File: src/rtl/forward_detector_pkg.sv
// Shared bypass-select encodings and defaults for the forwarding detector
// and the operand-mux logic that consumes its selects.
package forward_detector_pkg;

    localparam int unsigned DEFAULT_REG_W        = 4;
    localparam int unsigned DEFAULT_LOAD_LATENCY = 1;

    localparam int unsigned FWD_SEL_NONE = 0;
    localparam int unsigned FWD_SEL_EXE  = 1;
    localparam int unsigned FWD_SEL_WRI0 = 2;

    // Slot index 0 is exe and slot index 1+i is wri[i]; the select code follows that order.
    function automatic int unsigned slot_sel(input int unsigned slot);
        return FWD_SEL_EXE + slot;
    endfunction

endpackage

File: src/rtl/forward_detector_dest_match.sv
// Compares one in-flight destination slot against both decode source operands.
module dest_match
    import forward_detector_pkg::*;
#(
    parameter int unsigned REG_W = DEFAULT_REG_W
) (
    input  logic             slot_vld,
    input  logic [REG_W-1:0] slot_tag,
    input  logic [REG_W-1:0] src_a,
    input  logic             src_a_vld,
    input  logic [REG_W-1:0] src_b,
    input  logic             src_b_vld,
    output logic             match_a,
    output logic             match_b
);

    assign match_a = slot_vld && src_a_vld && (slot_tag == src_a);
    assign match_b = slot_vld && src_b_vld && (slot_tag == src_b);

endmodule

File: src/rtl/forward_detector.sv
// Tracks destination tags in the exe and write-back slots and resolves, per decode
// source operand, which in-flight producer (youngest first) must be bypassed.
module forward_detector
    import forward_detector_pkg::*;
#(
    parameter  int unsigned LOAD_LATENCY = DEFAULT_LOAD_LATENCY,
    parameter  int unsigned REG_W        = DEFAULT_REG_W,
    localparam int unsigned SEL_W        = $clog2(LOAD_LATENCY + 3)
) (
    input  logic                  clk,
    input  logic                  rstn,
    input  logic [REG_W-1:0]      dec_src_a,
    input  logic                  dec_src_a_vld,
    input  logic [REG_W-1:0]      dec_src_b,
    input  logic                  dec_src_b_vld,
    input  logic [REG_W-1:0]      dec_dst,
    input  logic                  dec_dst_vld,
    input  logic                  stall_phase,
    input  logic                  flush,
    output logic                  forward_from_exe,
    output logic [LOAD_LATENCY:0] forward_from_wri,
    output logic [SEL_W-1:0]      fwd_sel_a,
    output logic [SEL_W-1:0]      fwd_sel_b
);

    localparam int unsigned NUM_SLOTS = LOAD_LATENCY + 2;

    // Slot 0 = exe, slot 1+i = wri[i]; lower index is the younger producer.
    logic [NUM_SLOTS-1:0]            slot_vld;
    logic [NUM_SLOTS-1:0][REG_W-1:0] slot_tag;
    logic [NUM_SLOTS-1:0]            match_a;
    logic [NUM_SLOTS-1:0]            match_b;
    logic [NUM_SLOTS-1:0]            win_a;
    logic [NUM_SLOTS-1:0]            win_b;
    logic [NUM_SLOTS-1:0]            win_any;
    logic                            found_a;
    logic                            found_b;

    always_ff @(posedge clk) begin
        if (!rstn) begin
            slot_vld <= '0;
            slot_tag <= '0;
        end else begin
            // A stalled or flushed decode instruction enters exe as a bubble.
            slot_vld[0] <= dec_dst_vld && !stall_phase && !flush;
            slot_tag[0] <= dec_dst;
            for (int unsigned k = 1; k < NUM_SLOTS; k++) begin
                slot_vld[k] <= slot_vld[k-1];
                slot_tag[k] <= slot_tag[k-1];
            end
        end
    end

    for (genvar g = 0; g < NUM_SLOTS; g++) begin : g_match
        dest_match #(.REG_W(REG_W)) u_dest_match (
            .slot_vld  (slot_vld[g]),
            .slot_tag  (slot_tag[g]),
            .src_a     (dec_src_a),
            .src_a_vld (dec_src_a_vld),
            .src_b     (dec_src_b),
            .src_b_vld (dec_src_b_vld),
            .match_a   (match_a[g]),
            .match_b   (match_b[g])
        );
    end

    always_comb begin
        win_a     = '0;
        win_b     = '0;
        found_a   = 1'b0;
        found_b   = 1'b0;
        fwd_sel_a = SEL_W'(FWD_SEL_NONE);
        fwd_sel_b = SEL_W'(FWD_SEL_NONE);
        for (int unsigned k = 0; k < NUM_SLOTS; k++) begin
            if (match_a[k] && !found_a) begin
                found_a   = 1'b1;
                win_a[k]  = 1'b1;
                fwd_sel_a = SEL_W'(slot_sel(k));
            end
            if (match_b[k] && !found_b) begin
                found_b   = 1'b1;
                win_b[k]  = 1'b1;
                fwd_sel_b = SEL_W'(slot_sel(k));
            end
        end
    end

    assign win_any          = win_a | win_b;
    assign forward_from_exe = win_any[0];
    assign forward_from_wri = win_any[NUM_SLOTS-1:1];

endmodule
File: config.mk
export PLATFORM = sky130hd
export DESIGN_NAME = forward_detector
export DESIGN_NICKNAME = d
export VERILOG_FILES = /design/src/rtl/forward_detector_pkg.sv /design/src/rtl/forward_detector_dest_match.sv /design/src/rtl/forward_detector.sv
export SDC_FILE = /design/constraint.sdc
export NUM_CORES = 1
export LEC_CHECK = 0
export ABC_AREA = 1
export CAP_MARGIN = 20
export CORE_MARGIN = 10
export CORE_UTILIZATION = 45
export CTS_CLUSTER_SIZE = 8
export DETAILED_ROUTE_END_ITERATION = 7
export PLACE_DENSITY = 0.8
export SLEW_MARGIN = 30
export SYNTH_ARGS = -nofsm -noshare
export SYNTH_HDL_FRONTEND = slang
export SYNTH_SLANG_ARGS = --single-unit
File: constraint.sdc
create_clock -name clk -period 3.2 [get_ports clk]
set_input_delay 0.64 -clock clk [delete_from_list [all_inputs] [get_ports clk]]
set_output_delay 0.64 -clock clk [all_outputs]
set_load 0.01 [all_outputs]
Word-level counts from Yosys, hierarchy flattened
Cells that the tools add are included.

word-level totals
  bits in registers = 15
  input bits = 19
  output and inout bits = 7
  word-level logic and storage cells = 49

cells by class
  equal/unequal tests = 6
  multiplexer cells = 14
  bitwise operators = 1
  reduce and logical (&&, ||, !) cells = 24

operators by type and width
  kind                 count
  $eq A4 B4 Y1         6
  $logic_and A1 B1 Y1  18
  $mux W1              10
  $mux W2              4
  $logic_not A1 Y1     6
  $or A3 B3 Y3         1

Longest topological paths before layout
Gate-level depths: netlist of run 1.

  depth after elaboration = 10
  depth in mapped cells = 8
  depth with buffers taken out = 8

By module
Synthesis of run 1 repeated with hierarchy kept, for this count alone.

unflattened totals
  cell total of the unflattened synthesis = 181
  area total of the unflattened synthesis = 969.7 um2

by module, submodules not included
  module            instances  cells each  area an instance (um2)  seq. area each (um2)
  dest_match        3          40          162.7                   0.0
  forward_detector  1          61          481.7                   300.3

Least setup slack after synthesis of run 1
No wires, ideal clock.

  kind = input -> output
  start point = in dec_src_a[0]
  end point = out forward_from_wri[1]
  arrival = 1.172 ns
  data required time = 2.560 ns
  setup slack = 1.388 ns
  cell stages on the path = 7
  buffers on the path = 0
  path through = inv_1 nand2_1 nand2_1 nor2_1 nand3_2 nand3_2 nand2_1

on the way
  longest elaborated chain between the ends = 10
  elaborated cells between the ends (all ways) = 14
  those cells by class = eq/ne (3); mux (3); bitwise (1); reduce/logical (7)

RTL lines
  element                  RTL line                           RTL
  start, declared          forward_detector.sv:12             input logic [REG_W-1:0] dec_src_a,
  $eq A4 B4 Y1             forward_detector_dest_match.sv:17  assign match_a = slot_vld && src_a_vld && (slot_tag == src_a);
  $logic_and A1 B1 Y1      forward_detector_dest_match.sv:17
  $mux W1                  forward_detector.sv:75             if (match_a[k] && !found_a) begin
  $logic_not A1 Y1         forward_detector.sv:75
  $logic_and A1 B1 Y1      forward_detector.sv:75
  $mux W1                  forward_detector.sv:75
  $logic_not A1 Y1         forward_detector.sv:75
  $logic_and A1 B1 Y1 (*)  forward_detector.sv:75
  $mux W1 (*)              forward_detector.sv:75
  $or A3 B3 Y3 (*)         forward_detector.sv:88             assign win_any = win_a | win_b;
  end, declared            forward_detector.sv:21             output logic [LOAD_LATENCY:0] forward_from_wri,

Every way passes the cells marked *; elsewhere a longest branch is shown, timed or not.

Final worst setup path of run 1
  start point = in dec_src_a[3]
  end point = out fwd_sel_a[0]

on the way
  longest elaborated chain between the ends = 9
  elaborated cells between the ends (all ways) = 15
  those cells by class = eq/ne (3); mux (5); reduce/logical (7)

RTL lines
  element              RTL line                           RTL
  $eq A4 B4 Y1         forward_detector_dest_match.sv:17
  $logic_and A1 B1 Y1  forward_detector_dest_match.sv:17
  $mux W1              forward_detector.sv:75
  $logic_not A1 Y1     forward_detector.sv:75
  $logic_and A1 B1 Y1  forward_detector.sv:75
  $mux W1              forward_detector.sv:75
  $logic_not A1 Y1     forward_detector.sv:75
  $logic_and A1 B1 Y1  forward_detector.sv:75
  $mux W2 (*)          forward_detector.sv:75
  end, declared        forward_detector.sv:22             output logic [SEL_W-1:0] fwd_sel_a,

Marked as above.

==> impl_metrics.csv, run 1 <==
group,metric,value,unit
critical_path,worstPathMaxFanout,5,
floorplan,rows,16,
routing,ant_nets,0,
cts,cts_resized,0,
sta,finalMaxSlewViolations,0,
layout,syn_to_final_growth,32.28,%
sta,fin_tns_setup,0,ns
worst_hold_path,holdPathEnd,"slot_tag[7]",
critical_path,cp_slowest_cell,"clkdlybuf4s50_1",
routing,first_pass_iters,4,
synthesis,ys_seq_area_share,31.75,%
routing,vias_per_cell,4.511,
sta,tightest_slew,0.4750,ns
routing,wl,2241,um
placed_design,port_buffers,25,
synthesis,syn-num-nets,187,
routing,vias,1006,
critical_path,path_cells,"clkdlybuf4s50_1 > inv_2 > nand2_1 > nand2_1 > nor2_1 > nand2_1 > nor2_2 > nand3_2 > nand2_1 > clkdlybuf4s50_1",
floorplan,coreArea,1982,um2
synthesis,yosysTopAreaCell,"dfxtp_1",
synthesis,yosys.area.top_type_share,31.75,%
placed_design,dp_hpwl,1954,um
critical_path,reg2reg_slack,2.61,ns
layout,n_antenna_cell,0,
grt,grt_max_degree,16,
critical_path,max_stage_delay,0.58,ns
critical_path,critPathKind,"primary input to primary output",
worst_hold_path,hp-start,"slot_tag[3]",
cts,htreeDepth,1,
floorplan,dieArea,4336,um2
synthesis,syn_inst,168,
critical_path,cp-end-kind,"primary output",
routing,drt_iter0_markers,44,
cts,ctsLongestPathBuffers,2,
cts,postCtsSetupBuffers,0,
cts,clock_latency,0.28,ns
power_and_ir_drop,powerDensity,299.5,nW/um2
cts,tritoncts,"built",
routing,drc_errors,0,
cts,clkSlewWorstSetupHoldPaths,0.08,ns
sta,period_share,93.97,%
grt,grt_pass1_wl,3815,um
sta,slew-limit-headroom,68.24,%
layout,drive_gt1_share,11.73,%
synthesis,ys_seq_elements,15,
cts,cts_buffers,3,
sta,clock_skew,0.001400,ns
sta,finalHoldViolations,0,
floorplan,initial_core_util,47.73,%
floorplan,io_pins,26,
grt,grt-ovfl-total,0,
job,maxCapViolCount,0,
grt,track_usage,11.04,%
worst_hold_path,worstHoldPathCells,2,
layout,finish.net_count,216,
floorplan,die_y,65.85,um
sta,setup_viol,0,
critical_path,critPathLaunch,"dec_src_a[3]",
placed_design,routabilityCongestion,0.8588,
critical_path,r2r_cells,2,
synthesis,ys_types,16,
cts,cts_sinks,15,
synthesis,syn_area,945.9,um2
cts,cts-hold-fix-buffers,0,
cts,cts-root-buf,"clkbuf_4",
sta,fmax,0.3325,GHz
sta,fin_crit,3.007,ns
floorplan,die_w,65.85,um
sta,rsz0062_at_grt,"no",
critical_path,cp_data_arrival_time,2.37,ns
synthesis,synth_area_leaders,"dfxtp_1 32%, nand2_1 31%, inv_1 11%",
layout,final_cell_count_no_fill,223,
placed_design,place_inst,219,
synthesis,syn_avg_cell_area,5.630,um2
power_and_ir_drop,peakVddDrop,300.9,uV
grt,antenna_found_initial,0,
worst_hold_path,min_path_type,"register to register",
routing,wl_per_cell,10.05,um
grt,first_global_vias,952,
power_and_ir_drop,p_leak,0.7176,nW
critical_path,r2r-end,"slot_tag[6]",
outcome,status,"complete, no violations",
critical_path,start_kind,"primary input",
critical_path,reg2reg_from,"slot_tag[2]",
synthesis,yosys_warnings,0,
critical_path,critPathMostFrequentCell,"nand2_1",
critical_path,crit_required,2.56,ns
-- cell families (layout without fill, tap and decap cells) --
logic type	Yosys count	in the layout	share of synthesized area, %
buffers and inverters	37	65	14.81
DFF	15	15	31.75
xor gates and xnor gates	1	1	0.9261
and+or+nand+nor	111	111	50.40
AOI/OAI and AO/OA	4	4	2.115
-- routing by layer --
metal	up-vias	wire (um)	global-route usage [%]
met5	-	0	0
met4	0	38	5.615
met3	5	178	2.881
met2	34	1096	19.93
met1	427	927	11.39
li1	540	-	-
-- cells in the mapped netlist --
master and count:
nand3_1 5, nor3_1 1, o21ai_0 1, xor2_1 1
buf_2 1, inv_2 8, nand2_2 2, nand2_1 78
o21ai_1 1, dfxtp_1 15, nor2_2 5, inv_1 28
nor2_1 15, a21oi_1 2, nand2b_4 1, nand3_2 4
-- how the worst max path moves through the flow --
stage                                     end  slack [ns]  cells past startpoint
after detailed placement         fwd_sel_a[1]        0.20                     10
after floorplan           forward_from_wri[1]        1.39                      7
after global routing             fwd_sel_a[0]        0.03                     10
after global placement           fwd_sel_a[1]        0.25                     10
after CTS                        fwd_sel_a[1]        0.20                     10
final                            fwd_sel_a[0]        0.19                     10
-- placed cells by master, fill, tap and decap left out --
cell type / instances
clkdlybuf4s50_1: 25
clkbuf_1: 1
nand3_1: 5
o21ai_1: 1
a21oi_1: 2
xor2_1: 1
inv_2: 8
dfxtp_1: 15
nand2_1: 78
nor2_2: 5
inv_1: 28
nand2b_4: 1
o21ai_0: 1
clkbuf_4: 3
nand2_2: 2
nor2_1: 15
nor3_1: 1
nand3_2: 4
-- metrics by stage --
| stage | power [mW] | instance area (um2) | utilization [%] | hold WS [ns] | setup WS [ns] |
|---|---|---|---|---|---|
| 3_5_place_dp | 0.2772 | 1225 | 61.81 | 0.4269 | 0.2034 |
| 2_1_floorplan | 0.2403 | 945.9 | - | 0.4071 | 1.388 |
| 3_3_place_gp | 0.2746 | 1225 | 61.81 | 0.4106 | 0.2467 |
| 4_1_cts | 0.3783 | 1251 | 63.13 | 0.4367 | 0.1962 |
| 5_1_grt | 0.3976 | 1251 | 63.13 | 0.4537 | 0.02939 |
| 6_report | 0.3748 | 1251 | 63.13 | 0.4401 | 0.1928 |
-- critical path, delay by kind of cell --
kind | cells | cell delay [ns]
simple gates | 7 | 0.55
buf+inv | 3 | 1.17
-- flip-flops by register name, summed over array words and instances (netlist names) --
| register | count |
|---|---|
| slot_tag | 12 |
| slot_vld | 3 |
-- report_power, final --
part	internal [mW]	leakage (nW)	switching, mW	total, mW
Clock	0.0484	0.0150	0.0537	0.102
Sequential	0.193	0.123	0.00677	0.200
Combinational	0.0358	0.580	0.0368	0.0726
-- final cells by class --
type,instances,area (um2)
inverters,36,135.1
fillers,183,730.7
flip-flops and latches,15,300.3
well taps,27,33.78
multi-input cells,116,505.5
repair buffers,25,250.2
clock buffers,4,26.28
(Power assumes the default switching activity.)
==> run 2: changes to the inputs <==
- CORE_MARGIN: 10 -> unset
==> run 2 against run 1 <==
Global-route usage increased by 10 points; sequential power about the same; largest power group unchanged; flip-flop and latch count unchanged; power decreased by 0.84%; clock skew decreased by 0.00091 ns; critical path depth decreased by 1; combinational power about the same; non-clock buffer count unchanged; utilization increased by 0.64 points; clock-buffer cell count unchanged; setup slack improved by 0.020 ns; clock power about the same.
==> impl_metrics.csv, run 2 (synthesis results as in run 1) <==
group,metric,value,unit
layout,top_register,"slot_tag",
grt,grt-ovfl-total,0,
sta,fin_tns_setup,0,ns
cts,clkSlewWorstSetupHoldPaths,0.08,ns
critical_path,crit_required,2.56,ns
sta,final.setup.worst_slack,0.2129,ns
cts,tritoncts,"built",
sta,period_share,93.35,%
sta,slew-limit-headroom,69.63,%
critical_path,reg2reg_slack,2.62,ns
power_and_ir_drop,powerDensity,297.0,nW/um2
placed_design,place_ws,0.2049,ns
cts,cts_resized,0,
floorplan,dieArea,2289,um2
cts,htreeDepth,1,
critical_path,cp_slowest_cell,"clkdlybuf4s50_1",
layout,final_cell_count_no_fill,223,
layout,reg_top3,"slot_tag (12), slot_vld (3)",
layout,syn_to_final_growth,32.28,%
cts,cts_sinks,15,
critical_path,path_buf_inv,3,
routing,wl_per_cell,9.022,um
worst_hold_path,hp-start,"slot_tag[3]",
placed_design,port_buffers,25,
placed_design,dp_hpwl,1752,um
sta,fin_crit,2.987,ns
floorplan,die_w,47.85,um
cts,postCtsSetupBuffers,0,
routing,wl,2012,um
job,maxCapViolCount,0,
critical_path,r2r_cells,2,
sta,tightest_slew,0.4541,ns
cts,clock_latency,0.27,ns
layout,largest_reg_flops,12,
routing,vias_per_cell,4.395,
outcome,status,"complete, no violations",
layout,final_common_cell,"nand2_1",
routing,vias,980,
layout,n_antenna_cell,0,
cts,cts_buffers,3,
critical_path,r2r-end,"slot_tag[4]",
routing,drc_errors,0,
sta,fmax,0.3348,GHz
critical_path,reg2reg_from,"slot_tag[0]",
power_and_ir_drop,peakVddDrop,244.2,uV
critical_path,max_stage_delay,0.58,ns
critical_path,critPathKind,"primary input to primary output",
layout,final_cell_mix,"78 x nand2_1, 28 x inv_1, 25 x clkdlybuf4s50_1, 15 x nor2_1, 15 x dfxtp_1",
placed_design,routabilityCongestion,0.8099,
grt,first_global_vias,858,
critical_path,crit_family,"buffers and inverters",
floorplan,die_y,47.85,um
sta,finalMaxSlewViolations,0,
routing,ant_nets,0,
power_and_ir_drop,p_leak,0.7176,nW
sta,rsz0062_at_grt,"no",
grt,antenna_found_initial,0,
critical_path,cp-end-kind,"primary output",
layout,drive_gt1_share,11.73,%
critical_path,start_kind,"primary input",
layout,finish.net_count,216,
floorplan,coreArea,1962,um2
layout,fillers,209,
cts,cts-root-buf,"clkbuf_4",
grt,grt_pass1_wl,3284,um
worst_hold_path,min_path_type,"register to register",
sta,setup_viol,0,
placed_design,place_inst,219,
cts,cts-hold-fix-buffers,0,
grt,track_usage,21.00,%
routing,first_pass_iters,4,
routing,drt_iter0_markers,14,
floorplan,io_pins,26,
critical_path,cp_data_arrival_time,2.35,ns
floorplan,rows,16,
sta,clock_skew,0.0004946,ns
critical_path,worstPathMaxFanout,5,
sta,finalHoldViolations,0,
critical_path,path_cells,"clkdlybuf4s50_1 > inv_2 > nand2_1 > nand2_1 > nor2_2 > nand3_2 > nand2b_4 > nand2_1 > clkdlybuf4s50_1",
critical_path,critPathMostFrequentCell,"nand2_1",
floorplan,initial_core_util,48.21,%
worst_hold_path,worstHoldPathCells,2,
worst_hold_path,holdPathEnd,"slot_tag[7]",
grt,grt_max_degree,16,
cts,ctsLongestPathBuffers,2,
run 2: cell counts in the layout (fill, tap and decap cells not counted):
Identical to the previous run, type by type.
run 2: worst max path at each step:
stage | from | endpoint | slack, ns | depth (start not counted)
2_1_floorplan | dec_src_a[0] | forward_from_wri[1] | 1.39 | 7
3_3_place_gp | dec_src_b[3] | fwd_sel_b[0] | 0.19 | 10
3_5_place_dp | dec_src_b[3] | fwd_sel_b[1] | 0.20 | 9
4_1_cts | dec_src_b[3] | fwd_sel_b[1] | 0.20 | 9
5_1_grt | dec_src_b[3] | forward_from_wri[1] | 0.04 | 10
6_report | dec_src_b[3] | fwd_sel_b[1] | 0.21 | 9
run 2: worst register-to-register path, cell delays in order (launching register included):
cell     delay, ns
dfxtp_1       0.41
nand2_1       0.07
inv_1         0.05
run 2: area by class of cell:
cell class	instances	area [um2]	share of cell area (%)
sequential	15	300.3	24.00
tap	27	33.78	2.700
inverter	36	135.1	10.80
clock buffer	4	26.28	2.100
timing repair buffer	25	250.2	20.00
multi-input combinational	116	505.5	40.40
run 2: power breakdown:
part | leakage (nW) | total [mW] | internal [mW] | switching (mW)
clock network | 0.0150 | 0.0989 | 0.0482 | 0.0507
registers | 0.123 | 0.200 | 0.193 | 0.00655
logic | 0.580 | 0.0729 | 0.0358 | 0.0371
total | 0.718 | 0.372 | 0.277 | 0.0944
run 2: metal layers:
metal	vias up	track usage [%]	part of all wire, %
met1	417	25.45	47
li1	542	-	-
met3	2	1.509	2.7
met4	0	9.444	0.65
met2	19	37.57	50
met5	-	0	0
run 2: metrics by stage:
| stage | hold WS [ns] | util, % | total power [mW] | area [um2] |
|---|---|---|---|---|
| 2_1_floorplan | 0.4071 | - | 0.2403 | 945.9 |
| 3_3_place_gp | 0.4198 | 62.44 | 0.2759 | 1225 |
| 3_5_place_dp | 0.4224 | 62.44 | 0.2776 | 1225 |
| 4_1_cts | 0.4338 | 63.78 | 0.3784 | 1251 |
| 5_1_grt | 0.4688 | 63.78 | 0.3948 | 1251 |
| 6_report | 0.4305 | 63.78 | 0.3716 | 1251 |
==> run 3: changes to the inputs <==
- PLACE_DENSITY: 0.8 -> 0.79
- SYNTH_HIERARCHICAL: unset -> 1
==> run 3 against run 2 <==
Worst hold slack better by 0.015 ns; clock power about the same; die area increased by 2.4%; non-clock buffer count is the same; sequential power about the same; design area is 1.4% higher; largest cell class unchanged.
==> impl_metrics.csv, run 3 <==
group,metric,value,unit
layout,drive_gt1_share,11.48,%
synthesis,synthTopCellsByCount,"83 x nand2_1, 34 x inv_1, 20 x nor2_1",
sta,fmax,0.3366,GHz
grt,grt-ovfl-total,0,
critical_path,crit_required,2.56,ns
routing,wl_per_cell,8.169,um
placed_design,place_inst,232,
outcome,status,"complete, no violations",
sta,setup_viol,0,
synthesis,syn_inst,181,
synthesis,synth_top_family_by_area,"simple AND/OR/NAND/NOR gates",
power_and_ir_drop,peakVddDrop,223.6,uV
placed_design,port_buffers,25,
placed_design,place_ws,0.2147,ns
placed_design,routabilityCongestion,0.8267,
synthesis,yosysTopAreaCell,"nand2_1",
floorplan,io_pins,26,
sta,finalHoldViolations,0,
layout,fillers,211,
routing,drc_errors,0,
critical_path,cp_data_arrival_time,2.33,ns
critical_path,cp-end-kind,"primary output",
cts,clock_latency,0.27,ns
critical_path,r2r-end,"slot_tag[5]",
routing,vias,1018,
sta,tightest_slew,0.4810,ns
sta,fin_tns_setup,0,ns
synthesis,yosysMostFrequentCell,"nand2_1",
routing,highest_layer,"met4",
power_and_ir_drop,total_power,0.3729,mW
sta,fin_crit,2.971,ns
routing,vias_per_cell,4.314,
cts,ctsLongestPathBuffers,2,
synthesis,synth-edff-count,0,
critical_path,r2r_cells,2,
synthesis,ys_types,9,
job,maxCapViolCount,0,
grt,antenna_found_initial,0,
critical_path,critPathKind,"primary input to primary output",
layout,final_common_cell,"nand2_1",
synthesis,synthXorXnorAreaFrac,0,%
critical_path,reg2reg_from,"slot_tag[1]",
synthesis,syn_area,969.7,um2
layout,final_cell_count_no_fill,236,
placed_design,place_area,1242,um2
critical_path,reg2reg_slack,2.59,ns
sta,finalMaxSlewViolations,0,
grt,track_usage,19.10,%
synthesis,syn-num-nets,200,
grt,grt_pass1_wl,3594,um
synthesis,synth_mux_area_share,0,%
floorplan,rows,16,
layout,final_cell_mix,"83 x nand2_1, 34 x inv_1, 25 x clkdlybuf4s50_1, 20 x nor2_1, 15 x dfxtp_1",
layout,n_antenna_cell,0,
synthesis,synth_area_leaders,"nand2_1 32%, dfxtp_1 31%, inv_1 13%",
cts,htreeDepth,1,
routing,wl,1928,um
routing,wl_met2,959,um
critical_path,worstPathMaxFanout,6,
synthesis,yosys.area.top_type_share,32.13,%
power_and_ir_drop,powerDensity,293.9,nW/um2
grt,grt_max_degree,16,
grt,first_global_vias,948,
routing,drt_iter0_markers,14,
floorplan,die_y,48.42,um
synthesis,yosys_warnings,6,
layout,top_register,"slot_tag",
cts,cts-root-buf,"clkbuf_4",
floorplan,dieArea,2345,um2
sta,period_share,92.83,%
cts,postCtsSetupBuffers,0,
worst_hold_path,hp-start,"slot_vld[1]",
placed_design,dp_hpwl,1614,um
synthesis,ys_seq_area_share,30.97,%
synthesis,syn_avg_cell_area,5.357,um2
worst_hold_path,min_path_type,"register to register",
worst_hold_path,worstHoldPathCells,2,
sta,final.setup.worst_slack,0.2293,ns
routing,ant_nets,0,
cts,cts_sinks,15,
cts,cts_resized,0,
synthesis,ys_seq_elements,15,
layout,largest_reg_flops,12,
cts,cts_buffers,3,
synthesis,synth_compound_area_share,0,%
synthesis,synthAdderAreaFrac,0,%
routing,wl_met1,901,um
layout,finish.net_count,229,
routing,wl_met3,53,um
layout,reg_top3,"slot_tag (12), slot_vld (3)",
floorplan,die_w,48.42,um
cts,cts-hold-fix-buffers,0,
synthesis,synth_ff_type,"dfxtp_1",
cts,clkSlewWorstSetupHoldPaths,0.08,ns
synthesis,synthSimpleGateAreaFrac,50.06,%
sta,clock_skew,0.004235,ns
worst_hold_path,holdPathEnd,"slot_vld[2]",
sta,rsz0062_at_grt,"no",
sta,slew-limit-headroom,67.83,%
floorplan,coreArea,2002,um2
critical_path,start_kind,"primary input",
layout,syn_to_final_growth,30.84,%
synthesis,ys_async_sr_fraction,0,%
floorplan,initial_core_util,48.44,%
routing,first_pass_iters,4,
power_and_ir_drop,p_leak,0.7397,nW
cts,tritoncts,"built",
layout,stdcell_area,1269,um2
## run 3: routing by layer
metal  vias to the layer above  global-route usage (%)
met2                        18                   35.21
met4                         0                   8.333
met1                       432                   22.81
li1                        566                       -
met3                         2                  0.9434
met5                         -                       0
## run 3: worst max path at each step
stage                             from                  end  slack, ns  cells past startpoint
after global placement    dec_src_b[2]         fwd_sel_b[1]       0.28                     11
after global routing      dec_src_b[2]  forward_from_wri[1]       0.06                     11
after CTS                 dec_src_b[2]  forward_from_wri[1]       0.21                     11
after floorplan           dec_src_b[2]  forward_from_wri[1]       1.38                      9
after detailed placement  dec_src_b[2]  forward_from_wri[1]       0.21                     11
final                     dec_src_b[2]  forward_from_wri[1]       0.23                     11
## run 3: cell families after synthesis
| group | Yosys count |
|---|---|
| DFF | 15 |
| and+or+nand+nor | 119 |
| buffers and inverters | 47 |
## run 3: per-stage QoR
| stage | hold slack [ns] | utilization [%] |
|---|---|---|
| 3_5_place_dp | 0.4408 | 62.06 |
| 6_report | 0.4455 | 63.38 |
| 5_1_grt | 0.4668 | 63.38 |
| 3_3_place_gp | 0.4335 | 62.06 |
| 2_1_floorplan | 0.4264 | - |
| 4_1_cts | 0.4486 | 63.38 |
## run 3: where the power goes
group          internal, mW  switching, mW
registers             0.193        0.00597
logic                0.0360         0.0372
clock network        0.0482         0.0522
## run 3: critical path, stage by stage
cell,delay (ns)
clkdlybuf4s50_1,0.56
inv_1,0.06
nand2_1,0.06
nand2_1,0.05
nor2_1,0.11
nand2_1,0.08
nor2_2,0.10
nor2_1,0.05
nand2_1,0.09
nand2_1,0.07
clkdlybuf4s50_1,0.47
## run 3: area by class of cell
cell class	count	area [um2]	area share, %
multi-input combinational	119	485.5	38.26
sequential	15	300.3	23.67
timing repair buffer	25	250.2	19.72
inverter	46	172.7	13.61
tap	27	33.78	2.663
clock buffer	4	26.28	2.071
